**src/rtl/regfile_pkg.sv**
```systemverilog
// Shared register-file constants and the write-arbiter state type.
package regfile_pkg;

  localparam int         REG_ADDR_W = 5;
  localparam int         NUM_REGS   = 32;
  localparam logic [4:0] ZERO_REG   = 5'd31;
  localparam int         REG_DATA_W = 64;

  typedef enum logic {
    ARB    = 1'b0,
    LOCKED = 1'b1
  } wr_arb_state_t;

endpackage

```
**src/rtl/rr_pick.sv**
```systemverilog
// Combinational round-robin picker: the first set request at or after ptr,
// wrapping at N (not at the next power of two).
module rr_pick #(
  parameter int N  = 4,
  parameter int IW = $clog2(N)
) (
  input  logic [N-1:0]  req,
  input  logic [IW-1:0] ptr,
  output logic [N-1:0]  gnt,
  output logic [IW-1:0] idx,
  output logic          any
);

  // Scan the N candidates starting at ptr and keep only the first hit.
  always_comb begin
    logic [IW:0]   raw;
    logic [IW:0]   wrapped;
    logic [IW-1:0] cand;
    logic          hit;
    gnt     = '0;
    idx     = '0;
    any     = 1'b0;
    raw     = '0;
    wrapped = '0;
    cand    = '0;
    hit     = 1'b0;
    for (int k = 0; k < N; k++) begin
      raw       = {1'b0, ptr} + (IW+1)'(k);
      wrapped   = (raw >= (IW+1)'(N)) ? (raw - (IW+1)'(N)) : raw;
      cand      = wrapped[IW-1:0];
      hit       = ~any & req[cand];
      gnt[cand] = gnt[cand] | hit;
      idx       = hit ? cand : idx;
      any       = any | hit;
    end
  end

endmodule

```
**src/rtl/regfile_write_arbiter.sv**
```systemverilog
// Shares the single register-file write port between NUM_REQ requesters
// using round-robin arbitration with an optional short burst lock. Writes
// aimed at the hardwired zero register are accepted but not performed.
module regfile_write_arbiter
  import regfile_pkg::*;
#(
  parameter int NUM_REQ    = 4,
  parameter int DATA_WIDTH = REG_DATA_W,
  parameter int ADDR_WIDTH = REG_ADDR_W,
  parameter int MAX_BURST  = 4
) (
  input  logic                          clk,
  input  logic                          reset_n,
  input  logic [NUM_REQ-1:0]            req_valid,
  input  logic [NUM_REQ-1:0]            req_lock,
  input  logic [NUM_REQ*ADDR_WIDTH-1:0] req_addr,
  input  logic [NUM_REQ*DATA_WIDTH-1:0] req_data,
  output logic [NUM_REQ-1:0]            req_ready,
  input  logic                          freeze,
  output logic                          wr_en,
  output logic [ADDR_WIDTH-1:0]         wr_addr,
  output logic [DATA_WIDTH-1:0]         wr_data,
  output logic [$clog2(NUM_REQ)-1:0]    wr_src,
  output logic                          zero_drop
);

  localparam int IW      = $clog2(NUM_REQ);
  localparam int BW      = $clog2(MAX_BURST + 1);
  localparam bit LOCK_EN = (MAX_BURST > 1);

  // Pointer increment that wraps at NUM_REQ.
  function automatic logic [IW-1:0] wrap_inc(input logic [IW-1:0] v);
    wrap_inc = (v == IW'(NUM_REQ - 1)) ? '0 : (v + IW'(1));
  endfunction

  wr_arb_state_t           state_q, state_d;
  logic [IW-1:0]           ptr_q, ptr_d;
  logic [IW-1:0]           owner_q, owner_d;
  logic [BW-1:0]           burst_q, burst_d;
  logic                    wr_en_q, wr_en_d;
  logic [ADDR_WIDTH-1:0]   wr_addr_q, wr_addr_d;
  logic [DATA_WIDTH-1:0]   wr_data_q, wr_data_d;
  logic [IW-1:0]           wr_src_q, wr_src_d;
  logic                    zero_drop_q, zero_drop_d;

  logic [NUM_REQ-1:0]      owner_mask_s;
  logic [NUM_REQ-1:0]      pick_req_s;
  logic [NUM_REQ-1:0]      pick_gnt_s;
  logic [IW-1:0]           pick_idx_s;
  logic                    pick_any_s;
  logic [NUM_REQ-1:0]      grant_s;
  logic                    accept_s;
  logic [ADDR_WIDTH-1:0]   sel_addr_s;
  logic [DATA_WIDTH-1:0]   sel_data_s;

  // Restrict eligibility to the owner while a burst lock is held.
  always_comb begin
    owner_mask_s          = '0;
    owner_mask_s[owner_q] = 1'b1;
    pick_req_s            = (state_q == LOCKED) ? (req_valid & owner_mask_s) : req_valid;
  end

  rr_pick #(
    .N  (NUM_REQ),
    .IW (IW)
  ) u_pick (
    .req (pick_req_s),
    .ptr (ptr_q),
    .gnt (pick_gnt_s),
    .idx (pick_idx_s),
    .any (pick_any_s)
  );

  // Final grant: nothing while frozen or in reset; select the winner's payload.
  always_comb begin
    grant_s    = (freeze || !reset_n) ? '0 : pick_gnt_s;
    accept_s   = |grant_s;
    sel_addr_s = req_addr[pick_idx_s*ADDR_WIDTH +: ADDR_WIDTH];
    sel_data_s = req_data[pick_idx_s*DATA_WIDTH +: DATA_WIDTH];
  end

  assign req_ready = grant_s;

  // Arbitration FSM next state: pointer, lock owner and burst count.
  always_comb begin
    state_d = state_q;
    ptr_d   = ptr_q;
    owner_d = owner_q;
    burst_d = burst_q;
    if (freeze) begin
      state_d = state_q;
    end else begin
      case (state_q)
        ARB: begin
          if (pick_any_s) begin
            ptr_d = wrap_inc(pick_idx_s);
            if (LOCK_EN && req_lock[pick_idx_s]) begin
              state_d = LOCKED;
              owner_d = pick_idx_s;
              burst_d = BW'(1);
            end else begin
              state_d = ARB;
            end
          end else begin
            state_d = ARB;
          end
        end
        LOCKED: begin
          // Exiting always moves the pointer past the owner so nobody starves.
          if (pick_any_s && req_lock[owner_q] && ((burst_q + BW'(1)) < BW'(MAX_BURST))) begin
            burst_d = burst_q + BW'(1);
          end else begin
            state_d = ARB;
            ptr_d   = wrap_inc(owner_q);
            burst_d = '0;
          end
        end
        default: begin
          state_d = ARB;
          ptr_d   = '0;
          burst_d = '0;
        end
      endcase
    end
  end

  // Next write-port contents; the zero register is traced but never written.
  always_comb begin
    wr_en_d     = 1'b0;
    zero_drop_d = 1'b0;
    wr_addr_d   = wr_addr_q;
    wr_data_d   = wr_data_q;
    wr_src_d    = wr_src_q;
    if (accept_s) begin
      wr_en_d     = (sel_addr_s != ADDR_WIDTH'(ZERO_REG));
      zero_drop_d = (sel_addr_s == ADDR_WIDTH'(ZERO_REG));
      wr_addr_d   = sel_addr_s;
      wr_data_d   = sel_data_s;
      wr_src_d    = pick_idx_s;
    end else begin
      wr_en_d     = 1'b0;
      zero_drop_d = 1'b0;
    end
  end

  // State and write-port registers, cleared asynchronously.
  always_ff @(posedge clk or negedge reset_n) begin
    if (!reset_n) begin
      state_q     <= ARB;
      ptr_q       <= '0;
      owner_q     <= '0;
      burst_q     <= '0;
      wr_en_q     <= 1'b0;
      wr_addr_q   <= '0;
      wr_data_q   <= '0;
      wr_src_q    <= '0;
      zero_drop_q <= 1'b0;
    end else begin
      state_q     <= state_d;
      ptr_q       <= ptr_d;
      owner_q     <= owner_d;
      burst_q     <= burst_d;
      wr_en_q     <= wr_en_d;
      wr_addr_q   <= wr_addr_d;
      wr_data_q   <= wr_data_d;
      wr_src_q    <= wr_src_d;
      zero_drop_q <= zero_drop_d;
    end
  end

  assign wr_en     = wr_en_q;
  assign wr_addr   = wr_addr_q;
  assign wr_data   = wr_data_q;
  assign wr_src    = wr_src_q;
  assign zero_drop = zero_drop_q;

endmodule

```
**config.mk**
```make
export PLATFORM = sky130hd
export DESIGN_NAME = regfile_write_arbiter
export DESIGN_NICKNAME = d
export VERILOG_FILES = /design/src/rtl/regfile_pkg.sv /design/src/rtl/rr_pick.sv /design/src/rtl/regfile_write_arbiter.sv
export SDC_FILE = /design/constraint.sdc
export NUM_CORES = 1
export LEC_CHECK = 0
export ABC_AREA = 1
export CAP_MARGIN = 40
export CORE_AREA = 2 2 141 143
export DETAILED_ROUTE_END_ITERATION = 12
export DIE_AREA = 0 0 143 145
export PLACE_DENSITY = 0.69
export SYNTH_ARGS = -nofsm -noshare
export SYNTH_HDL_FRONTEND = slang
export SYNTH_SLANG_ARGS = --single-unit
export TNS_END_PERCENT = 5
```
**constraint.sdc**
```tcl
create_clock -name clk -period 3.8 [get_ports clk]
set_clock_uncertainty 0.15 [all_clocks]
set_input_delay 0.57 -clock clk [delete_from_list [all_inputs] [get_ports clk]]
set_output_delay 0.57 -clock clk [all_outputs]
set_load 0.02 [all_outputs]
```
# --- After elaboration in Yosys (flattened, before gate mapping) ---
# Index checks and enable logic that the tools add are counted.
word_totals:
  regBits: 81
  output_inout_bits: 77
  elab_cells: 133
  inputBits: 287
op_classes:
  multipliers: 1
  shifts: 2
  eq_ne: 7
  reduce_logical: 13
  mux: 58
  n_lt_le_gt_ge: 16
  addsub: 10
  n_bitwise: 17
ops:
  columns: ["operator", "n"]
  rows:
  - ["$shiftx A256 B9 Y64", 1]
  - ["$mux W2", 12]
  - ["$bmux W1 S2", 10]
  - ["$mux W1", 20]
  - ["$shiftx A20 B6 Y5", 1]
  - ["$lt A2 B3 Y1 const B", 6]
  - ["$bwmux W4", 3]
  - ["$demux W1 S2", 5]
  - ["$ge A2 B1 Y1 const B", 5]
  - ["$ge A3 B3 Y1 const B", 3]
  - ["$mux W3", 3]
  - ["$and A4 B4 Y4", 2]
  - ["$mux W4", 2]
  - ["$sub A2 B1 Y2 const B", 4]
  - ["$logic_and A1 B1 Y1", 7]
  - ["$or A1 B1 Y1", 7]
  - ["$add A2 B2 Y3 const B", 2]
  - ["$ne A2 B2 Y1 const B", 3]
  - ["$pmux W3 S2", 1]
  - ["$reduce_and A3 Y1", 2]
  - ["$eq A5 B5 Y1 const B", 1]
  - ["$mul A2 B3 Y5 const B", 1]
  - ["$ne A5 B5 Y1 const B", 1]
  - ["$not A1 Y1", 5]
  - ["other kinds (13)", 17]

# --- Depth between registers and ports, before layout ---
depth:
  depth_word: 25
  mapped_depth: 25
  depth_no_buf: 23

# --- Cells and area by module ---
# Synthesis repeated with hierarchy kept, for this count alone.
hier_totals:
  hier_cells: 909
  hier_area_um2: 5860.6
modules_own_cells:
  columns: ["module", "cells_per_inst", "area_each_um2", "instances", "seq_area_each_um2"]
  rows:
  - ["regfile_write_arbiter", 803, 5297.6, 1, 2026.9]
  - ["rr_pick", 106, 563.0, 1, 0.0]

# --- Least setup slack after synthesis ---
# No wires, ideal clock.
synth_timing:
  kind: "register to output"
  startpoint: "register with a tool-made name"
  endpoint: "output req_ready[0]"
  arrival_time_ps: 2583
  t_required_ps: 3080
  path_stages_with_launch: 19
  path_buffers: 3
  setup_slack_ps: 497
  cell_sequence: "dfrtp_1 > buf_4 > inv_4 > buf_2 > ha_1 > o21a_1 > or2_1 > buf_6 > nand3_1 > nand3_1 > nand3_2 > nand2_2 > nand3_1 > nand3_1 > nand3_1 > nand2_2 > nand3_1 > nand2_2 > inv_1"
synth_rtl:
  columns: ["element", "line", "text"]
  rows:
  - ["end, declared", "regfile_write_arbiter.sv:18", "output logic [NUM_REQ-1:0] req_ready,"]

# --- Worst setup path in the final report ---
layout_timing:
  startpoint: "register owner_q[0]"
  endpoint: "output req_ready[2]"
layout_via:
  elab_chain_cells: 23
  elab_cells_between_ends: 38
  classes_between: "order compare (2); mux (21); bitwise (14); reduce/logical (1)"
layout_rtl:
  columns: ["element", "line", "text"]
  rows:
  - ["start, declared", "regfile_write_arbiter.sv:38", "logic [IW-1:0] owner_q, owner_d;"]
  - ["start signal, assigned", "regfile_write_arbiter.sv:161", "owner_q <= owner_d;"]
  - ["$lt A2 B3 Y1 (implied by the code) / $ge A2 B1 Y1 (equally long branches)", "regfile_write_arbiter.sv:59", "owner_mask_s[owner_q] = 1'b1;"]
  - ["$logic_and A1 B1 Y1 (implied by the code)", "regfile_write_arbiter.sv:59", null]
  - ["$mux W1 (implied by the code)", "regfile_write_arbiter.sv:59", null]
  - ["$demux W1 S2 *", "regfile_write_arbiter.sv:59", null]
  - ["$and A4 B4 Y4 *", "regfile_write_arbiter.sv:60", "pick_req_s = (state_q == LOCKED) ? (req_valid & owner_mask_s) : req_valid;"]
  - ["$mux W4 *", "regfile_write_arbiter.sv:60", null]
  - ["$bmux W1 S2", "rr_pick.sv:31", "hit = ~any & req[cand];"]
  - ["$mux W1 (implied by the code)", "rr_pick.sv:31", null]
  - ["(+7 left out)", null, null]
  - ["$mux W1 (implied by the code)", "rr_pick.sv:32", "gnt[cand] = gnt[cand] | hit;"]
  - ["$or A1 B1 Y1", "rr_pick.sv:32", null]
  - ["$bwmux W4", "rr_pick.sv:32", null]
  - ["$bmux W1 S2", "rr_pick.sv:32", null]
  - ["$mux W1 (implied by the code)", "rr_pick.sv:32", null]
  - ["$or A1 B1 Y1", "rr_pick.sv:32", null]
  - ["$bwmux W4 *", "rr_pick.sv:32", null]
  - ["$mux W4 *", "regfile_write_arbiter.sv:76", "grant_s = (freeze || !reset_n) ? '0 : pick_gnt_s;"]
# Every way passes the cells marked *; elsewhere a longest branch is shown, timed or not. The select of a mux whose other input is x is not followed.

==> metrics.txt <==
status finished clean; clock buffer depth 2; Synth top area share 0.335; period utilization 0.954; grt ovf 0; Mapped Cells 894; setup violators final 0; met2 Resource Use GR 0.395; PortBufs 363; WP data arrival 2.91 ns; Final Cell Area 0.0104 mm2; Reg-to-Reg Start owner_q[0]; Core Util, Final 0.543; Crit. End Element output pin; Post-Synthesis Cell Area 0.00605 mm2; first-pass GRT wire length 37100 um; Reg2Reg Depth 19; main area contributors after synthesis dfrtp_1, nand2_1, a32oi_1; Seq cells post-synth 81; vias in the first global route 7149; Achievable Freq 276 MHz; Fillers 1888; row cnt 51; data required time at the worst endpoint 3.08 ns; initial antenna violation count 1; routed length per instance 16.1 um; total track usage 0.226; number of top-level pins 364; Post-synth ARST share 1.00; Worst-Margin Slew 0.589 ns; setup tns final 0 ns; syn avg cell area 6.76 um2; clock buffer count from CTS 9; Die Y 145 um; hpwl dp 18800 um; number of flops mapped to enable cells by yosys 0; Core Area 0.0192 mm2; Synth area leader dfrtp_1; drt initial violations 391; worst hold path type input pin to async pin; nets@finish 1539; Starting Density 0.315; Fin. Hold Viols 0; RSZ-0062 raised after global routing true; startpoint types flip-flop; Reg clk slew, reported paths 0.06 ns; clk sinks 81; area delta synth->final 72.6%; Slew Limit Headroom 0.607; CTS Root Cell clkbuf_16; Yosys warnings 0; Yosys cell types 34; Vias 7583; CP Class flip-flop to output pin; reg2reg end wr_data[33]; area post-placement 0.0100 mm2; CTS tree done; GR Util met1 0.265; Slew Viols, Final 0; crit path max fanout 5; Seq/Total Area, Yosys 0.335; remaining antenna violation count after routing 0; DR DRC count 0; Synthesized Nets 1190; Worst-Skew Late Latency 0.34 ns; GRT met3 Usage 0.0620; Post-synth top flop dfrtp_1; Die Area 0.0207 mm2; Pre-antenna DRT Iters 5; Max Cap Violations 0; H-tree depth 3; CTS Hold Bufs 0; post-layout min period 3.63 ns; reg2reg setup slack 0.38 ns; share of cells above drive strength 1 0.0850; top-count cell post-synth nand2_1; Die Width 143 um; Post-Route WL 24300 um; pin count of the biggest net entering global routing 63; busiest grt layer met2; post-DR vias/cell 5.01; Commonest cells post-synth nand2_1, dfrtp_1, o21ai_0, a21oi_1, a32oi_1; Placer Congestion 0.912
==> worst max path at each step <==
| stage | start | end | slack [ns] | cells past startpoint |
|---|---|---|---|---|
| floorplan | flip-flop | req_ready[0] | 0.50 | 18 |
| global placement | req_valid[0] | req_ready[0] | -0.17 | 17 |
| detailed placement | req_valid[0] | req_ready[0] | -0.21 | 17 |
| CTS | owner_q[0] | req_ready[3] | 0.01 | 21 |
| global route | owner_q[0] | req_ready[0] | -0.05 | 22 |
| finish | owner_q[0] | req_ready[2] | 0.17 | 21 |
==> layout by cell type, fill, tap and decap left out, types with 6 or more instances in the layout <==
cell,instances
a21oi_1,76
a32oi_1,62
buf_12,10
buf_4,35
clkbuf_16,9
clkdlybuf4s50_1,358
dfrtp_1,80
ha_1,9
inv_1,23
nand2_1,371
nand2_2,9
nand3_1,17
nand3_2,21
nand4_1,6
nor2_1,21
o21ai_0,81
o21ai_1,17
o22ai_1,7
==> what timing repair did <==
action,4_1_cts,5_1_grt
cloned,0,0
endpoints found under the setup margin,4,6
setup buffers,1,2
pin swaps,0,6
resized for setup,13,25
==> area by class of cell <==
type,instances,area [um2],area share
clock inverters,4,45.0,0.00431
flip-flops and latches,81,2030,0.194
diodes,1,2.50,0.000240
multi-input cells,716,3620,0.347
inverters,28,110,0.0105
clock buffers,11,233,0.0223
repair buffers,407,4070,0.390
well taps,265,332,0.0318
==> registers in the layout, summed over array words and instances (netlist names), named ones only <==
name / flops
ptr_q: 1
wr_src: 2
burst_q: 3
wr_en: 1
wr_data: 64
owner_q: 2
wr_addr: 5
state_q: 1
zero_drop: 1
==> routing by layer <==
metal | share of wire | vias up
li1 | - | 3747
met5 | 0 | -
met3 | 0.080 | 41
met1 | 0.40 | 3495
met2 | 0.49 | 300
met4 | 0.028 | 0
==> critical path, stage by stage, from the launching register on <==
cell and delay, ns:
dfrtp_2 0.44, ha_1 0.20, inv_1 0.05, nand2_1 0.09
nand3_2 0.12, nand3_4 0.09, buf_4 0.14, nand4_1 0.08
nand3_1 0.08, nand2_2 0.14, nand3_2 0.09, nand3_1 0.10
nand3_2 0.10, nand2_4 0.11, nand3_2 0.08, nand3_1 0.08
nand3_1 0.08, nand2_2 0.12, nand3_1 0.09, nand2_2 0.09
inv_1 0.04, buf_2 0.15
==> kinds of logic (layout without fill, tap and decap cells) <==
family | after synthesis | after routing | share of synthesized area
xor+xnor | 1 | 1 | 0.00145
fa+ha+maj | 9 | 9 | 0.0186
simple gates | 455 | 455 | 0.311
compound gates | 251 | 251 | 0.252
other cells | 0 | 1 | 0
buf+inv | 97 | 450 | 0.0824
flops | 81 | 81 | 0.335
==> stage by stage <==
step | instances | setup WS, ns | hold WS (ns)
3_3_place_gp | 1494 | -0.173 | 0.312
2_1_floorplan | 894 | 0.497 | 0.124
3_5_place_dp | 1494 | -0.213 | 0.314
5_1_grt | 1512 | -0.0550 | 0.207
6_report | 1513 | 0.174 | 0.166
4_1_cts | 1510 | 0.00966 | 0.176
Power is not shown: default switching activity piles up to over one toggle a cycle in this logic, so the estimate is an artifact.
